===== config.mk =====
export PLATFORM = sky130hd
export DESIGN_NAME = polar_channel_scheduler
export DESIGN_NICKNAME = d
export VERILOG_FILES = /design/src/rtl/polar_channel_scheduler.sv
export SDC_FILE = /design/constraint.sdc
export NUM_CORES = 1
export LEC_CHECK = 0
export BUFFER_PORTS_ARGS = -buffer_cell sky130_fd_sc_hd__clkbuf_2
export CAP_MARGIN = 20
export CORE_MARGIN = 5
export CORE_UTILIZATION = 55
export CTS_BUF_LIST = sky130_fd_sc_hd__clkbuf_4 sky130_fd_sc_hd__clkbuf_8
export CTS_CLUSTER_DIAMETER = 30
export DETAILED_ROUTE_END_ITERATION = 16
export PLACE_DENSITY = 0.83
export RECOVER_POWER = 100
export SLEW_MARGIN = 40
export SYNTH_ARGS = -nofsm -noshare
export SYNTH_HDL_FRONTEND = slang
export SYNTH_SLANG_ARGS = --single-unit
export TNS_END_PERCENT = 50

===== constraint.sdc =====
create_clock -name clk -period 5.4 [get_ports clk]
set_input_delay 0.81 -clock clk [delete_from_list [all_inputs] [get_ports clk]]
set_output_delay 0.81 -clock clk [all_outputs]
set_load 0.005 [all_outputs]

===== src/rtl/polar_channel_scheduler.sv =====
// Shares one iterative rect-to-polar engine across CHANELS bins, one channel at a time.
// Optional engine watchdog enabled by defining SCHED_TIMEOUT_EN.
module polar_channel_scheduler #(
  parameter int CHANELS  = 2,
  parameter int WIDTH_XY = 32,
  parameter int WIDTH_PH = 32,
  parameter int TIMEOUT  = 64
) (
  input  logic                         clk,
  input  logic                         rst,
  input  logic                         i_vld,
  input  logic [CHANELS*WIDTH_XY-1:0]  i_x,
  input  logic [CHANELS*WIDTH_XY-1:0]  i_y,
  output logic                         i_rdy,
  output logic                         c_start,
  output logic [WIDTH_XY-1:0]          c_x,
  output logic [WIDTH_XY-1:0]          c_y,
  input  logic                         c_vld,
  input  logic [WIDTH_XY-1:0]          c_mag,
  input  logic [WIDTH_PH-1:0]          c_phase,
  output logic [CHANELS*WIDTH_XY-1:0]  o_mag,
  output logic [CHANELS*WIDTH_PH-1:0]  o_phase,
  output logic [WIDTH_PH-1:0]          o_dph,
  output logic                         o_vld,
  output logic                         o_ovf,
  output logic                         o_err,
  output logic [1:0]                   dbg_state,
  output logic [$clog2(TIMEOUT+1)-1:0] dbg_wait_cnt
);

  // Handshake: the frame is taken when i_vld is high while i_rdy is high (IDLE only);
  // c_start is a one-cycle request, c_x/c_y stay stable until c_vld is seen in WAIT.

  localparam int IDX_W = (CHANELS > 1) ? $clog2(CHANELS) : 1;
  localparam int CNT_W = $clog2(TIMEOUT + 1);
  localparam logic [IDX_W-1:0] LAST_IDX = IDX_W'(CHANELS - 1);

  typedef enum logic [1:0] {IDLE = 2'd0, ISSUE = 2'd1, WAIT = 2'd2, DONE = 2'd3} state_t;

  state_t                        state, state_nxt;
  logic [IDX_W-1:0]              idx;
  logic [CHANELS*WIDTH_XY-1:0]   lat_x, lat_y;
  logic [CHANELS*WIDTH_XY-1:0]   res_mag, res_mag_nxt;
  logic [CHANELS*WIDTH_PH-1:0]   res_ph, res_ph_nxt;
  logic [WIDTH_PH-1:0]           dph_nxt;
  logic [CNT_W-1:0]              wait_cnt;
  logic                          tmo_hit, capture;
  logic [WIDTH_XY-1:0]           cap_mag;
  logic [WIDTH_PH-1:0]           cap_ph;

`ifdef SCHED_TIMEOUT_EN
  assign tmo_hit = (state == WAIT) && !c_vld && (wait_cnt == CNT_W'(TIMEOUT - 1));
`else
  assign tmo_hit = 1'b0;
`endif

  assign capture = (state == WAIT) && (c_vld || tmo_hit);
  assign cap_mag = tmo_hit ? '0 : c_mag;
  assign cap_ph  = tmo_hit ? '0 : c_phase;

  assign c_x = lat_x[32'(idx)*WIDTH_XY +: WIDTH_XY];
  assign c_y = lat_y[32'(idx)*WIDTH_XY +: WIDTH_XY];

  assign dbg_state    = state;
  assign dbg_wait_cnt = wait_cnt;

  always_ff @(posedge clk) begin
    if (rst) state <= IDLE;
    else     state <= state_nxt;
  end

  always_comb begin
    state_nxt = state;
    case (state)
      IDLE:    if (i_vld) state_nxt = ISSUE;
      ISSUE:   state_nxt = WAIT;
      WAIT:    if (capture) state_nxt = (idx == LAST_IDX) ? DONE : ISSUE;
      DONE:    state_nxt = IDLE;
      default: state_nxt = IDLE;
    endcase
  end

  always_comb begin
    i_rdy   = (state == IDLE);
    c_start = (state == ISSUE);
    o_vld   = (state == DONE);
  end

  // Result set as it will look after this cycle's capture, so DONE can publish it directly.
  always_comb begin
    res_mag_nxt = res_mag;
    res_ph_nxt  = res_ph;
    if (capture) begin
      res_mag_nxt[32'(idx)*WIDTH_XY +: WIDTH_XY] = cap_mag;
      res_ph_nxt[32'(idx)*WIDTH_PH +: WIDTH_PH]  = cap_ph;
    end
  end

  generate
    if (CHANELS == 1) begin : g_one
      assign dph_nxt = res_ph_nxt[WIDTH_PH-1:0];
    end else begin : g_multi
      assign dph_nxt = res_ph_nxt[WIDTH_PH-1:0] - res_ph_nxt[2*WIDTH_PH-1:WIDTH_PH];
    end
  endgenerate

  always_ff @(posedge clk) begin
    if (rst) begin
      idx      <= '0;
      lat_x    <= '0;
      lat_y    <= '0;
      res_mag  <= '0;
      res_ph   <= '0;
      o_mag    <= '0;
      o_phase  <= '0;
      o_dph    <= '0;
      o_ovf    <= 1'b0;
      wait_cnt <= '0;
    end else begin
      if (i_vld && (state == IDLE)) begin
        lat_x <= i_x;
        lat_y <= i_y;
        idx   <= '0;
      end
      if (i_vld && (state != IDLE)) o_ovf <= 1'b1;

      if (state == ISSUE) wait_cnt <= '0;
      else if ((state == WAIT) && (wait_cnt != CNT_W'(TIMEOUT))) wait_cnt <= wait_cnt + CNT_W'(1);

      if (capture) begin
        res_mag <= res_mag_nxt;
        res_ph  <= res_ph_nxt;
        if (idx == LAST_IDX) begin
          o_mag   <= res_mag_nxt;
          o_phase <= res_ph_nxt;
          o_dph   <= dph_nxt;
        end else begin
          idx <= idx + IDX_W'(1);
        end
      end
    end
  end

`ifdef SCHED_TIMEOUT_EN
  always_ff @(posedge clk) begin
    if (rst)          o_err <= 1'b0;
    else if (tmo_hit) o_err <= 1'b1;
  end
`else
  assign o_err = 1'b0;
`endif

endmodule

==> After elaboration in Yosys (flattened, before gate mapping) <==
Cells that the tools add are included.
{ "totals": {"reg_bits": 427, "inputBits": 196, "output_inout_bits": 238, "elab_cells": 45} }
{ "op_classes": {"addsub": 4, "n_eq_ne": 6, "n_shift": 5, "mux": 10, "reduce_logical": 9} }
{ "ops": {"columns": ["operator", "n"], "rows": [
  ["$bwmux W64", 2],
  ["$shiftx A32 B34 Y64", 2],
  ["$shiftx A64 B7 Y32", 2],
  ["$mux W64", 1],
  ["$shift A32 B34 Y64 const A", 1],
  ["$neg A6 Y34", 1],
  ["$sub A32 B32 Y32", 1],
  ["$pmux W2 S4", 1],
  ["$add A7 B1 Y7 const B", 1],
  ["$ne A7 B7 Y1 const B", 1],
  ["$mux W2", 3],
  ["$eq A2 B2 Y1 const B", 2],
  ["$logic_and A1 B1 Y1", 4],
  ["$ne A2 B2 Y1 const B", 2],
  ["$reduce_and A2 Y1", 2],
  ["$mux W1", 3],
  ["$eq A2 B1 Y1 const B", 1],
  ["$logic_not A2 Y1", 1],
  ["$reduce_bool A2 Y1", 1],
  ["$reduce_or A2 Y1", 1],
  ["$add A1 B1 Y1 const B", 1]
]} }

==> Logic depth before layout (Yosys ltp) <==
{ "logic_depth": {"word_depth": 5, "mapped_depth": 20, "ltp_nobuf": 14} }

==> Worst setup path after synthesis <==
Ideal clock, no wire load.
{ "synth_path": {"kind": "input port to flip-flop", "startpoint": "in c_vld", "endpoint": "reg o_dph[27]", "setup_ns": 0.117, "arrival_ns": 4.599, "t_required_ns": 5.283, "path_slack_ns": 0.684, "stages": 18, "path_buffers": 5, "path_cell_list": "nor4bb_2 -> buf_6 -> buf_6 -> buf_4 -> clkbuf_1 -> buf_1 -> nand2_1 -> nand2_1 -> ha_1 -> a21o_1 -> maj3_2 -> and3_1 -> o32ai_4 -> nor3_1 -> o211ai_2 -> a21oi_1 -> or3_1 -> a32o_1"} }
{ "synth_between": {"elab_chain_len": 3, "word_cells_on_any_way": 4, "cone_classes": "add/sub (1); mux (1); reduce/logical (2)"} }
{ "synth_rtl": {"columns": ["element", "line", "source"], "rows": [
  ["start: declaration", "18", "input logic c_vld,"],
  ["$logic_and A1 B1 Y1", "57", "assign capture = (state == WAIT) && (c_vld || tmo_hit);"],
  ["$mux W64", "93", "if (capture) begin"],
  ["named net res_ph_nxt[1]", "44", "logic [CHANELS*WIDTH_PH-1:0] res_ph, res_ph_nxt;"],
  ["$sub A32 B32 Y32", "103", "assign dph_nxt = res_ph_nxt[WIDTH_PH-1:0] - res_ph_nxt[2*WIDTH_PH-1:WIDTH_PH];"],
  ["end signal: assignment", "136", "o_dph <= dph_nxt;"],
  ["end: declaration", "23", "output logic [WIDTH_PH-1:0] o_dph,"]
]} }
The timed path passes the listed nets, and every way through them passes these cells.
A chain may end at the register's enable or synchronous reset.

==> Worst setup path in the final report <==
{ "layout_path": {"startpoint": "reg state[1] (netlist: dbg_state[1])", "endpoint": "reg o_dph[26]"} }
{ "layout_between": {"elab_chain_len": 4, "word_cells_on_any_way": 5, "cone_classes": "add/sub (1); eq/ne (1); mux (1); reduce/logical (2)"} }
{ "layout_rtl": {"columns": ["element", "line", "source"], "rows": [
  ["start: declaration", "40", "state_t state, state_nxt;"],
  ["start signal: assignment", "69", "else state <= state_nxt;"],
  ["$eq A2 B2 Y1 *", "57", null],
  ["$logic_and A1 B1 Y1 *", "57", null],
  ["$mux W64", "93", null],
  ["$sub A32 B32 Y32", "103", null]
]} }
Every way passes the cells marked *; elsewhere a longest branch is shown, timed or not.

==> flow_summary.toml <==
[run_status]
outcome = "finished, violations left"
violations = "max-capacitance violations, max-slew violations"

[detailed_routing]
routed_via_density = 5.46
detail_route_antenna_nets = 0
via_count = 15867
routed_wirelength_microns = 49800
drc = 0
routedWlPerCell_microns = 17.1
drtIter0Drc = 1043
detail_route.first_pass.iterations = 6

[placed_design]
dp.final_hpwl_microns = 34200
numPortBuffers = 432
detailedPlace.worstSlack_ns = 0.556
routabilityCongestion = 0.910

[synthesis]
synth_fa_ha_area_frac = 0.0208
yosysTopAreaCell = "sky130_fd_sc_hd__dfxtp_1"
syn-num-nets = 2267
synth_compound_gate_area_share = 0.162
area_share_of_xor_xnor_cells_in_the_synthesized_design = 0.0292
synth_cell_type_count = 86
syn-instance-count = 2056
synthesis.area_sq_mm = 0.0168
ys_seq_elements = 394
synth_top_family_by_area = "simple AND/OR/NAND/NOR gates"
synthTopCellsByArea = "sky130_fd_sc_hd__dfxtp_1 47%, sky130_fd_sc_hd__nand2_1 15%, sky130_fd_sc_hd__a21oi_1 10%, sky130_fd_sc_hd__mux2_2 4.8%, sky130_fd_sc_hd__clkbuf_1 2.8%"
synth_enable_flop_cells = 0
synth_simple_gate_area_frac = 0.204
post_synth_mux_area_share = 0.0732
postSynthAreaPerCell_sq_um = 8.16
synth-main-ff-cell = "sky130_fd_sc_hd__dfxtp_1"
asr_flop_ratio_synth = 0
synth.yosys.warnings = 0
synth_sequential_area_ratio = 0.470
synth_top_cell_area_share = 0.470

[timing]
finalSetupTns_ns = 0
final.setup.worst_slack_ns = 0.511
final_max_slew_viol_count = 271
setup_viol = 0
period_minus_slack_ns = 4.89
slew_headroom = -1.20
max_slew.worst_pin.slew_ns = 3.29
final_min_period_over_clock_period = 0.905
max_clock_freq_mhz = 205
setup_repair_after_global_routing_missed_its_margin = "false"
hold_viol = 0
clock_skew_ns = 0.0361

[power_and_ir_drop]
share_comb_of_total_power = 0.094
seqPwrFrac = 0.405
report.power.total_mw = 7.48
power_density_mw_per_mm2 = 360
sw_frac_of_total = 0.248
power_frac_clock = 0.501
p_int_mw = 5.63
max-vdd-ir-drop_mv = 0.308
p_switching_mw = 1.86
p_leak_nw = 8.26

[clock_network]
numCtsBuffers = 80
clock_transition_at_the_registers_of_the_reported_paths_ns = 0.06
clock_latency_ns = 0.60
cts.sinks = 394
postCtsSetupRepairBufs = 0
root_buffer_cell = "sky130_fd_sc_hd__clkbuf_8"
postCtsResizedCells = 0
clock_tree.htree_level_count = 3
cts_max_path_buffers = 3
cts_tree = "done"
post_cts_hold_buffer_count = 0

[setup_path]
criticalPathCategory = "reg -> reg"
worst-path-max-fanout = 65
worst-endpoint-required_ns = 5.93
critical_path.startpoint_type = "flop"
critPathBufInv = 1
worstPathCellList = "and4b_4 > buf_4 > mux2i_1 > nand2_1 > a221oi_1 > o311ai_0 > a32o_1 > o21ai_4 > a21oi_2 > a2111oi_0 > a311o_1"
timing.critical_path.slowest_cell_delay_ns = 0.70
worst_path_max_delay_cell = "sky130_fd_sc_hd__mux2i_1"
cp_top_family = "compound AO/OA/AOI/OAI gates"
critical_path_arrival_ns = 5.42
worstSetupEndpointType = "flop"

[finish]
drive_above_1_share = 0.207
final_util = 0.685
synthToLayoutAreaGrowth_pct = 23.9
nFillCells = 2516
nNetsFinal = 2655

[die]
io_pins = 434
placeableCoreArea_sq_mm = 0.0303
initial_core_util = 0.553
rows = 64
chipHeight_microns = 185
chipWidth_microns = 185
die_area_sq_mm = 0.0341

[grt]
gr_usage_total = 0.276
grt_pass1_wl_microns = 77700
grt_max_degree = 141
grt_antenna_before_repair = 1
globalRoute.totalOverflow = 0
first_global_vias = 15461

[run]
drv.max_cap_violation_count = 4

[hold_path]
hold_class = "in -> reg"
[area by class of cell]
| type | instances | area [sq um] | share of cell area |
|---|---|---|---|
| clock buffers | 106 | 1390 | 0.0669 |
| well taps | 396 | 495 | 0.0238 |
| diodes | 1 | 2.50 | 0.000120 |
| inverters | 16 | 60.1 | 0.00289 |
| flip-flops and latches | 394 | 7890 | 0.380 |
| repair buffers | 453 | 2140 | 0.103 |
| multi-input cells | 1499 | 8170 | 0.393 |
| clock inverters | 43 | 629 | 0.0303 |
[logic make-up (layout without fill, tap and decap cells)]
kind of cell,Yosys count,in the layout
AOI/OAI and AO/OA,461,461
DFF,394,394
xor gates and xnor gates,56,56
buffers and inverters,163,618
and+or+nand+nor,843,843
muxes,108,108
adders and majority gates,30,30
other,1,2
[worst paths after layout]
path | start | to | slack, ns | cells after the start
max | dbg_state[1]$_SDFFE_PP0P_ | o_dph[26]$_SDFFE_PP0P_ | 0.51 | 11
min | i_y[22] | lat_y[22]$_SDFFE_PP0P_ | 0.43 | 3
max reg2reg | dbg_state[1]$_SDFFE_PP0P_ | o_dph[26]$_SDFFE_PP0P_ | 0.51 | 11
min reg2reg | res_ph[27]$_SDFFE_PP0N_ | o_phase[27]$_SDFFE_PP0P_ | 0.43 | 2
[cell usage after synthesis (7+ instances only)]
cell type	number
sky130_fd_sc_hd__nand2b_1	7
sky130_fd_sc_hd__buf_6	7
sky130_fd_sc_hd__dfxtp_1	394
sky130_fd_sc_hd__a21boi_0	16
sky130_fd_sc_hd__xnor2_1	34
sky130_fd_sc_hd__ha_1	14
sky130_fd_sc_hd__and3_1	9
sky130_fd_sc_hd__nor2_1	92
sky130_fd_sc_hd__a31oi_1	8
sky130_fd_sc_hd__a21oi_1	334
sky130_fd_sc_hd__nand2_1	660
sky130_fd_sc_hd__a21o_1	9
sky130_fd_sc_hd__nor2b_1	12
sky130_fd_sc_hd__nor3_1	12
sky130_fd_sc_hd__mux2i_1	27
sky130_fd_sc_hd__maj3_1	12
sky130_fd_sc_hd__nand3_1	9
sky130_fd_sc_hd__mux2_2	71
sky130_fd_sc_hd__buf_1	10
sky130_fd_sc_hd__and2_1	8
sky130_fd_sc_hd__o22ai_1	10
sky130_fd_sc_hd__clkbuf_1	125
sky130_fd_sc_hd__xor2_1	22
sky130_fd_sc_hd__o21ai_0	13
sky130_fd_sc_hd__a211oi_1	14
sky130_fd_sc_hd__inv_1	16
[worst register-to-register path: cells and delay by family (launching register included)]
kind / cells / cell delay [ns]
AND/OR/NAND/NOR: 2 / 0.79
flip-flops: 1 / 0.66
buffers and inverters: 1 / 0.67
AO/OA/AOI/OAI: 7 / 1.92
multiplexers: 1 / 0.76
[placed cells by master, fill, tap and decap left out, types with 10 or more instances in the layout]
cell type / instances
sky130_fd_sc_hd__nand2_1: 660
sky130_fd_sc_hd__dfxtp_1: 394
sky130_fd_sc_hd__a21oi_1: 334
sky130_fd_sc_hd__clkbuf_2: 272
sky130_fd_sc_hd__clkbuf_1: 161
sky130_fd_sc_hd__clkbuf_8: 95
sky130_fd_sc_hd__nor2_1: 92
sky130_fd_sc_hd__mux2_2: 58
sky130_fd_sc_hd__xnor2_1: 34
sky130_fd_sc_hd__mux2i_1: 33
sky130_fd_sc_hd__xor2_1: 22
sky130_fd_sc_hd__a21boi_0: 18
sky130_fd_sc_hd__inv_1: 16
sky130_fd_sc_hd__mux2_1: 15
sky130_fd_sc_hd__o21ai_0: 15
sky130_fd_sc_hd__a211oi_1: 14
sky130_fd_sc_hd__ha_1: 14
sky130_fd_sc_hd__maj3_1: 13
sky130_fd_sc_hd__bufinv_16: 13
sky130_fd_sc_hd__nor2b_1: 12
sky130_fd_sc_hd__nor3_1: 12
sky130_fd_sc_hd__clkinvlp_4: 12
sky130_fd_sc_hd__clkbuf_4: 11
sky130_fd_sc_hd__o22ai_1: 10
sky130_fd_sc_hd__buf_4: 10
[per-stage QoR]
step / instance area (sq um) / hold slack [ns] / instances
2_1_floorplan: 16800 / 0.431 / 2056
3_3_place_gp: 19000 / 0.436 / 2756
3_5_place_dp: 19000 / 0.443 / 2756
4_1_cts: 21000 / 0.395 / 2905
5_1_grt: 20800 / 0.408 / 2908
6_report: 20800 / 0.428 / 2908
[power groups by stage]
stage | sequential [mW] | combinational, mW | clock, mW
after detailed placement | 3.09 | 0.703 | 0
after floorplan | 3.08 | 0.476 | 0
after global routing | 3.04 | 0.769 | 3.96
after global placement | 3.09 | 0.690 | 0
final | 3.03 | 0.703 | 3.75
after CTS | 3.03 | 0.710 | 3.81
[layer usage]
metal	up-vias	track usage	wire length, microns
met5	-	0	0
met4	0	0.106	1640
met3	117	0.0821	4610
met2	626	0.472	24300
met1	7419	0.327	19300
li1	7705	-	-
[registers in the layout, indices dropped and copies added, names as in the netlist]
register / flops
o_mag: 64
lat_x: 64
o_ovf: 1
idx: 1
res_ph: 63
o_dph: 32
dbg_wait_cnt: 7
o_phase: 64
lat_y: 64
res_mag: 32
dbg_state: 2
No activity file was read; power rests on OpenSTA's default activity.
